[config.mk]
export PLATFORM = sky130hd
export DESIGN_NAME = memory_port_arbiter_flat
export DESIGN_NICKNAME = d
export VERILOG_FILES = /design/src/rtl/memory_port_arbiter_if.sv /design/src/rtl/memory_port_arbiter.sv /design/src/flat_wrapper.sv
export SDC_FILE = /design/constraint.sdc
export NUM_CORES = 1
export LEC_CHECK = 0
export CORE_AREA = 3 3 106 108
export DETAILED_ROUTE_END_ITERATION = 12
export DIE_AREA = 0 0 109 111
export PLACE_DENSITY = 0.87
export SLEW_MARGIN = 20
export SYNTH_ARGS = -nofsm -noshare
export SYNTH_HDL_FRONTEND = slang
export SYNTH_SLANG_ARGS = --single-unit
[constraint.sdc]
create_clock -name clock -period 3 [get_ports clock]
set_input_delay 0.6 -clock clock [delete_from_list [all_inputs] [get_ports clock]]
set_output_delay 0.6 -clock clock [all_outputs]
set_load 0.05 [all_outputs]
[src/rtl/memory_port_arbiter_if.sv]
// Signal bundle between the unified-memory-port arbiter, its two clients
// (instruction fetch and the Memory stage) and the memory bus.
// The master view belongs to the arbiter; the slave view is the environment around it.
interface memory_port_arbiter_if;

   // Fetch side
   logic        fetchRequest;
   logic [31:0] fetchAddress;
   logic        fetchFlush;
   logic        fetchResponseValid;
   logic [31:0] fetchData;

   // Memory stage side
   logic        loadRequest;
   logic        storeValid;
   logic [31:0] dataAddress;
   logic [31:0] storeData;
   logic [3:0]  realStoreByteEnable;
   logic        loadDataValid;
   logic [31:0] loadData;
   logic        storeComplete;

   // Memory bus side
   logic        memRequest;
   logic        memWrite;
   logic [31:0] memAddress;
   logic [31:0] memWriteData;
   logic [3:0]  memByteEnable;
   logic        memReady;
   logic        memResponseValid;
   logic [31:0] memReadData;

   modport master (
      input  fetchRequest, fetchAddress, fetchFlush,
      input  loadRequest, storeValid, dataAddress, storeData, realStoreByteEnable,
      input  memReady, memResponseValid, memReadData,
      output fetchResponseValid, fetchData,
      output loadDataValid, loadData, storeComplete,
      output memRequest, memWrite, memAddress, memWriteData, memByteEnable
   );

   modport slave (
      output fetchRequest, fetchAddress, fetchFlush,
      output loadRequest, storeValid, dataAddress, storeData, realStoreByteEnable,
      output memReady, memResponseValid, memReadData,
      input  fetchResponseValid, fetchData,
      input  loadDataValid, loadData, storeComplete,
      input  memRequest, memWrite, memAddress, memWriteData, memByteEnable
   );

endinterface

[src/rtl/memory_port_arbiter.sv]
// Shares the single memory port between instruction fetch and the Memory stage.
// Data requests beat fetch, except that after MaxDataStreak consecutive data grants with a
// fetch waiting, fetch is forced through. Only one bus transaction is ever outstanding, and
// a flushed fetch response is swallowed rather than forwarded.
module memory_port_arbiter #(
   parameter int unsigned MaxDataStreak = 4
) (
   input logic                   clock,
   input logic                   reset,
   memory_port_arbiter_if.master bus
);

   localparam int unsigned StreakWidth = $clog2(MaxDataStreak + 1);
   localparam logic [StreakWidth-1:0] StreakMax = StreakWidth'(MaxDataStreak);

   typedef enum logic [2:0] {
      Idle,
      IssueFetch,
      IssueData,
      WaitFetch,
      WaitData
   } state_t;

   state_t                 state;
   logic [StreakWidth-1:0] streak;
   logic                   discard;

   // Registered bus outputs, latched at grant and held until memReady
   logic                   mem_request;
   logic                   mem_write;
   logic [31:0]            mem_address;
   logic [31:0]            mem_write_data;
   logic [3:0]             mem_byte_enable;

   logic                   data_pending;
   logic                   fetch_forced;
   logic                   grant_data;
   logic                   grant_fetch;
   logic [StreakWidth-1:0] streak_next;
   logic                   load_response;
   logic                   fetch_response;

   // The low address bits are dropped on purpose: the bus is word addressed
   logic                   unused_addr_bits;
   assign unused_addr_bits = ^{bus.fetchAddress[1:0], bus.dataAddress[1:0]};

   // Arbitration decision for the current IDLE cycle and the streak that follows a data grant
   always_comb begin
      data_pending = bus.loadRequest | bus.storeValid;
      fetch_forced = bus.fetchRequest && (streak == StreakMax);
      grant_data   = (state == Idle) && data_pending && !fetch_forced;
      grant_fetch  = (state == Idle) && !grant_data && bus.fetchRequest;
      streak_next  = '0;
      if (bus.fetchRequest) begin
         streak_next = (streak == StreakMax) ? streak : streak + StreakWidth'(1);
      end
   end

   // Response pulses are combinational so the client sees the word in the bus response cycle
   always_comb begin
      load_response  = (state == WaitData) && bus.memResponseValid;
      fetch_response = (state == WaitFetch) && bus.memResponseValid;

      bus.loadDataValid      = load_response;
      bus.loadData           = load_response ? bus.memReadData : '0;
      // A flush landing on the response cycle still kills the response
      bus.fetchResponseValid = fetch_response && !discard && !bus.fetchFlush;
      bus.fetchData          = bus.fetchResponseValid ? bus.memReadData : '0;
      // Stores complete on acceptance; there is no write response on the bus
      bus.storeComplete      = (state == IssueData) && mem_write && bus.memReady;

      bus.memRequest    = mem_request;
      bus.memWrite      = mem_write;
      bus.memAddress    = mem_address;
      bus.memWriteData  = mem_write_data;
      bus.memByteEnable = mem_byte_enable;
   end

   // Transaction FSM with registered bus outputs; reset abandons any transaction in flight
   always_ff @(posedge clock) begin
      if (reset) begin
         state           <= Idle;
         streak          <= '0;
         discard         <= 1'b0;
         mem_request     <= 1'b0;
         mem_write       <= 1'b0;
         mem_address     <= '0;
         mem_write_data  <= '0;
         mem_byte_enable <= '0;
      end else begin
         unique case (state)
            Idle: begin
               if (grant_data) begin
                  // A simultaneous load and store is illegal upstream; the store is taken
                  state           <= IssueData;
                  streak          <= streak_next;
                  mem_request     <= 1'b1;
                  mem_write       <= bus.storeValid;
                  mem_address     <= {bus.dataAddress[31:2], 2'b00};
                  mem_write_data  <= bus.storeValid ? bus.storeData : '0;
                  mem_byte_enable <= bus.storeValid ? bus.realStoreByteEnable : 4'b1111;
               end else if (grant_fetch) begin
                  state           <= IssueFetch;
                  streak          <= '0;
                  discard         <= 1'b0;
                  mem_request     <= 1'b1;
                  mem_write       <= 1'b0;
                  mem_address     <= {bus.fetchAddress[31:2], 2'b00};
                  mem_write_data  <= '0;
                  mem_byte_enable <= 4'b1111;
               end
            end

            IssueData: begin
               if (bus.memReady) begin
                  state           <= mem_write ? Idle : WaitData;
                  mem_request     <= 1'b0;
                  mem_write       <= 1'b0;
                  mem_address     <= '0;
                  mem_write_data  <= '0;
                  mem_byte_enable <= '0;
               end
            end

            IssueFetch: begin
               if (bus.fetchFlush) begin
                  discard <= 1'b1;
               end
               if (bus.memReady) begin
                  state           <= WaitFetch;
                  mem_request     <= 1'b0;
                  mem_write       <= 1'b0;
                  mem_address     <= '0;
                  mem_write_data  <= '0;
                  mem_byte_enable <= '0;
               end
            end

            WaitData: begin
               if (bus.memResponseValid) begin
                  state <= Idle;
               end
            end

            WaitFetch: begin
               if (bus.memResponseValid) begin
                  state   <= Idle;
                  discard <= 1'b0;
               end else if (bus.fetchFlush) begin
                  discard <= 1'b1;
               end
            end

            default: begin
               state <= Idle;
            end
         endcase
      end
   end

endmodule

[src/flat_wrapper.sv]
// flat-port wrapper written by rule: the top's interface ports become plain ports
module memory_port_arbiter_flat 
#(
   parameter int unsigned MaxDataStreak = 4
)
  (clock, reset, bus_fetchRequest, bus_fetchAddress, bus_fetchFlush, bus_loadRequest, bus_storeValid, bus_dataAddress, bus_storeData, bus_realStoreByteEnable, bus_memReady, bus_memResponseValid, bus_memReadData, bus_fetchResponseValid, bus_fetchData, bus_loadDataValid, bus_loadData, bus_storeComplete, bus_memRequest, bus_memWrite, bus_memAddress, bus_memWriteData, bus_memByteEnable);
  memory_port_arbiter_if bus_i ();
  input logic clock;
  input logic reset;
  input wire logic [$bits(bus_i.fetchRequest)-1:0] bus_fetchRequest;
  input wire logic [$bits(bus_i.fetchAddress)-1:0] bus_fetchAddress;
  input wire logic [$bits(bus_i.fetchFlush)-1:0] bus_fetchFlush;
  input wire logic [$bits(bus_i.loadRequest)-1:0] bus_loadRequest;
  input wire logic [$bits(bus_i.storeValid)-1:0] bus_storeValid;
  input wire logic [$bits(bus_i.dataAddress)-1:0] bus_dataAddress;
  input wire logic [$bits(bus_i.storeData)-1:0] bus_storeData;
  input wire logic [$bits(bus_i.realStoreByteEnable)-1:0] bus_realStoreByteEnable;
  input wire logic [$bits(bus_i.memReady)-1:0] bus_memReady;
  input wire logic [$bits(bus_i.memResponseValid)-1:0] bus_memResponseValid;
  input wire logic [$bits(bus_i.memReadData)-1:0] bus_memReadData;
  output wire logic [$bits(bus_i.fetchResponseValid)-1:0] bus_fetchResponseValid;
  output wire logic [$bits(bus_i.fetchData)-1:0] bus_fetchData;
  output wire logic [$bits(bus_i.loadDataValid)-1:0] bus_loadDataValid;
  output wire logic [$bits(bus_i.loadData)-1:0] bus_loadData;
  output wire logic [$bits(bus_i.storeComplete)-1:0] bus_storeComplete;
  output wire logic [$bits(bus_i.memRequest)-1:0] bus_memRequest;
  output wire logic [$bits(bus_i.memWrite)-1:0] bus_memWrite;
  output wire logic [$bits(bus_i.memAddress)-1:0] bus_memAddress;
  output wire logic [$bits(bus_i.memWriteData)-1:0] bus_memWriteData;
  output wire logic [$bits(bus_i.memByteEnable)-1:0] bus_memByteEnable;
  assign bus_i.fetchRequest = bus_fetchRequest;
  assign bus_i.fetchAddress = bus_fetchAddress;
  assign bus_i.fetchFlush = bus_fetchFlush;
  assign bus_i.loadRequest = bus_loadRequest;
  assign bus_i.storeValid = bus_storeValid;
  assign bus_i.dataAddress = bus_dataAddress;
  assign bus_i.storeData = bus_storeData;
  assign bus_i.realStoreByteEnable = bus_realStoreByteEnable;
  assign bus_i.memReady = bus_memReady;
  assign bus_i.memResponseValid = bus_memResponseValid;
  assign bus_i.memReadData = bus_memReadData;
  assign bus_fetchResponseValid = bus_i.fetchResponseValid;
  assign bus_fetchData = bus_i.fetchData;
  assign bus_loadDataValid = bus_i.loadDataValid;
  assign bus_loadData = bus_i.loadData;
  assign bus_storeComplete = bus_i.storeComplete;
  assign bus_memRequest = bus_i.memRequest;
  assign bus_memWrite = bus_i.memWrite;
  assign bus_memAddress = bus_i.memAddress;
  assign bus_memWriteData = bus_i.memWriteData;
  assign bus_memByteEnable = bus_i.memByteEnable;
  memory_port_arbiter #(.MaxDataStreak(MaxDataStreak)) u_core (.clock(clock), .reset(reset), .bus(bus_i));
endmodule
==> flow_metrics.py <==
metrics = {
    "synth": {
        "ys_top_cells_by_area": "dfxtp_1, nand3_1, and2_1",
        "avgSynthCellArea_um2": 8.33,
        "synth_seq_cells": 75,
        "syn_inst": 406,
        "netlist_top_cells_count": "nand3_1, dfxtp_1, and2_1",
        "synth_most_common_cell": "nand3_1",
        "yosysUniqueCellTypes": 36,
        "synth_top_area_cell": "dfxtp_1",
        "synth_ff_type": "dfxtp_1",
        "synth_area_um2": 3380,
        "synthArstFlopShare_pct": 0,
        "synth_edf_count": 0,
        "yosysWarningCount": 0,
        "netlist.area_leader.share_pct": 44.4,
        "ys_seq_area_share_pct": 44.4,
    },
    "placement": {
        "io_buffers": 270,
        "dpl.hpwl_um": 11000,
        "gp_congestion": 0.858,
    },
    "critical_path": {
        "critPathLaunchType": "primary input",
        "worst_ep_required_time_ps": 2400,
        "cp-end-kind": "output port",
        "r2r_slack_ps": 990,
        "arrival_ps": 2190,
        "crit_path_max_fanout": 33,
        "crit_type": "in2out",
    },
    "floorplanning": {
        "num_rows": 37,
        "die_area_um2": 12100,
        "io_pins": 277,
        "initial_utilization_pct": 32.8,
        "coreArea_um2": 10300,
        "die_x_um": 109,
        "die_y_um": 111,
    },
    "sta": {
        "slew_headroom_pct": 55.5,
        "max_freq_mhz": 358,
        "tightest_slew_ps": 666,
        "setup_tns_ps": 0,
        "setup_violations": 0,
        "period_needed_ps": 2790,
        "hold_viol": 0,
        "drv_slew": 0,
        "hold_ws_ps": 441,
        "rsz0062_at_grt": "false",
        "timing.final.crit_share_pct": 93.1,
        "fin_skew_ps": 12.6,
    },
    "clocking": {
        "cts_root_buf": "clkbuf_8",
        "postCtsSetupRepairBufs": 0,
        "hold_buffers": 0,
        "cts_buffer_depth": 2,
        "numCtsBuffers": 9,
        "clk_pin_slew_worst_paths_ps": 70,
        "clock_latency_ps": 350,
        "cts_tree": "done",
        "htreeDepth": 3,
        "clkSinkCount": 75,
        "cts_resized": 0,
    },
    "grt": {
        "use_met2_pct": 41.8,
        "top_usage_layer": "met2",
        "grt_pass1_wl_um": 21100,
        "grt.total_usage_pct": 22.1,
        "grt_overflow_total": 0,
        "grt_max_degree": 36,
        "grt_pass1_vias": 4065,
        "met1_usage_pct": 20.8,
        "use_met3_pct": 8.50,
        "grt_antenna_before_repair": 0,
    },
    "power": {
        "power.leakage_nw": 2.80,
        "powerDensity_nw_per_um2": 736,
        "irDropWorstVdd_v": 0.000470,
    },
    "route": {
        "drtIter0Drc": 368,
        "routedWlPerCell_um": 17.0,
        "drt_first_pass_iters": 6,
        "ant_nets": 0,
        "vias": 4067,
        "via_per_inst": 5.06,
        "drt_wl_total_um": 13700,
        "drc": 0,
    },
    "cells_and_area": {
        "drive_above_1_share_pct": 15.4,
        "fill_cells": 748,
        "multi_input_area_um2": 1740,
        "antennaDiodeCount": 0,
        "finish.net_count": 804,
        "syn_to_final_growth_pct": 109,
        "register_area_um2": 1500,
    },
    "flow_run": {
        "drv_cap": 0,
    },
    "min_path": {
        "hold_path_class": "reg2reg",
    },
    "run_status": {
        "run_status": "complete, no violations",
    },
}
layout make-up:
class                   instances  share of cell area (%)
repair buffers                280                    49.1
multi-input cells             293                    24.6
flip-flops and latches         75                    21.2
well taps                     136                    2.41
clock buffers                  10                    1.95
clock inverters                 6                   0.548
inverters                       3                   0.159
final timing paths:
path	from	end	cells after the start
worst min register to register	u_core.bus.memByteEnable[3]	u_core.bus.memByteEnable[3]	2
worst max-delay path	bus_memResponseValid	bus_fetchData[30]	6
worst min-delay path	u_core.bus.memByteEnable[3]	u_core.bus.memByteEnable[3]	2
worst max register to register	u_core.state[1]	u_core.bus.memWriteData[30]	4
critical path, cell delays in order:
cell and delay (ps):
clkdlybuf4s50_1 600, nand2_1 120, nor4_2 160, buf_4 310
and2_1 230, buf_12 150
cell usage in the layout, fill, tap and decap left out, drive strengths merged, types with 3 or more instances in the layout:
master	instances
clkinv	3
a21oi	8
a22o	33
inv	4
nand3	94
clkdlybuf4s50	203
nand2b	3
nor2	10
dfxtp	75
o21ai	7
and2	65
buf	77
clkbuf	10
nand2	44
state kept, by name, indices dropped and copies added (netlist names):
| name | count |
|---|---|
| u_core.discard | 1 |
| u_core.bus.memByteEnable | 4 |
| u_core.bus.memWriteData | 32 |
| u_core.bus.memWrite | 1 |
| u_core.state | 3 |
| u_core.streak | 3 |
| u_core.bus.memAddress | 30 |
| u_core.bus.memRequest | 1 |
logic make-up (layout without fill, tap and decap cells):
group,after synthesis,after routing,synth area share [%]
AND/OR/NAND/NOR,230,230,35.7
other,1,2,0.111
adder cells (fa/ha/maj),2,2,0.740
AO/OA/AOI/OAI,58,58,13.3
multiplexers,1,1,0.333
buffers and inverters,39,299,5.51
flip-flops,75,75,44.4
through the flow:
stage	cells	area (µm²)	total power [mW]	util [%]	setup slack [ps]
4_1_cts	803	7070	5.22	68.5	176
6_report	803	7070	5.20	68.5	206
3_5_place_dp	787	6900	4.52	66.8	189
3_3_place_gp	787	6900	4.43	66.8	244
5_1_grt	803	7070	5.45	68.5	56.0
2_1_floorplan	407	3390	3.35	-	117
report_power, final:
part | switching, mW | internal [mW]
registers | 0.212 | 1.29
clock network | 0.381 | 0.321
logic | 1.92 | 1.08
total | 2.51 | 2.69
layer usage:
layer	wire, µm	share of wire, %
met5	0	0
met4	346	2.5
met3	1570	11
met2	7400	54
met1	4360	32
Note: power is estimated with default switching activity, not from simulation.
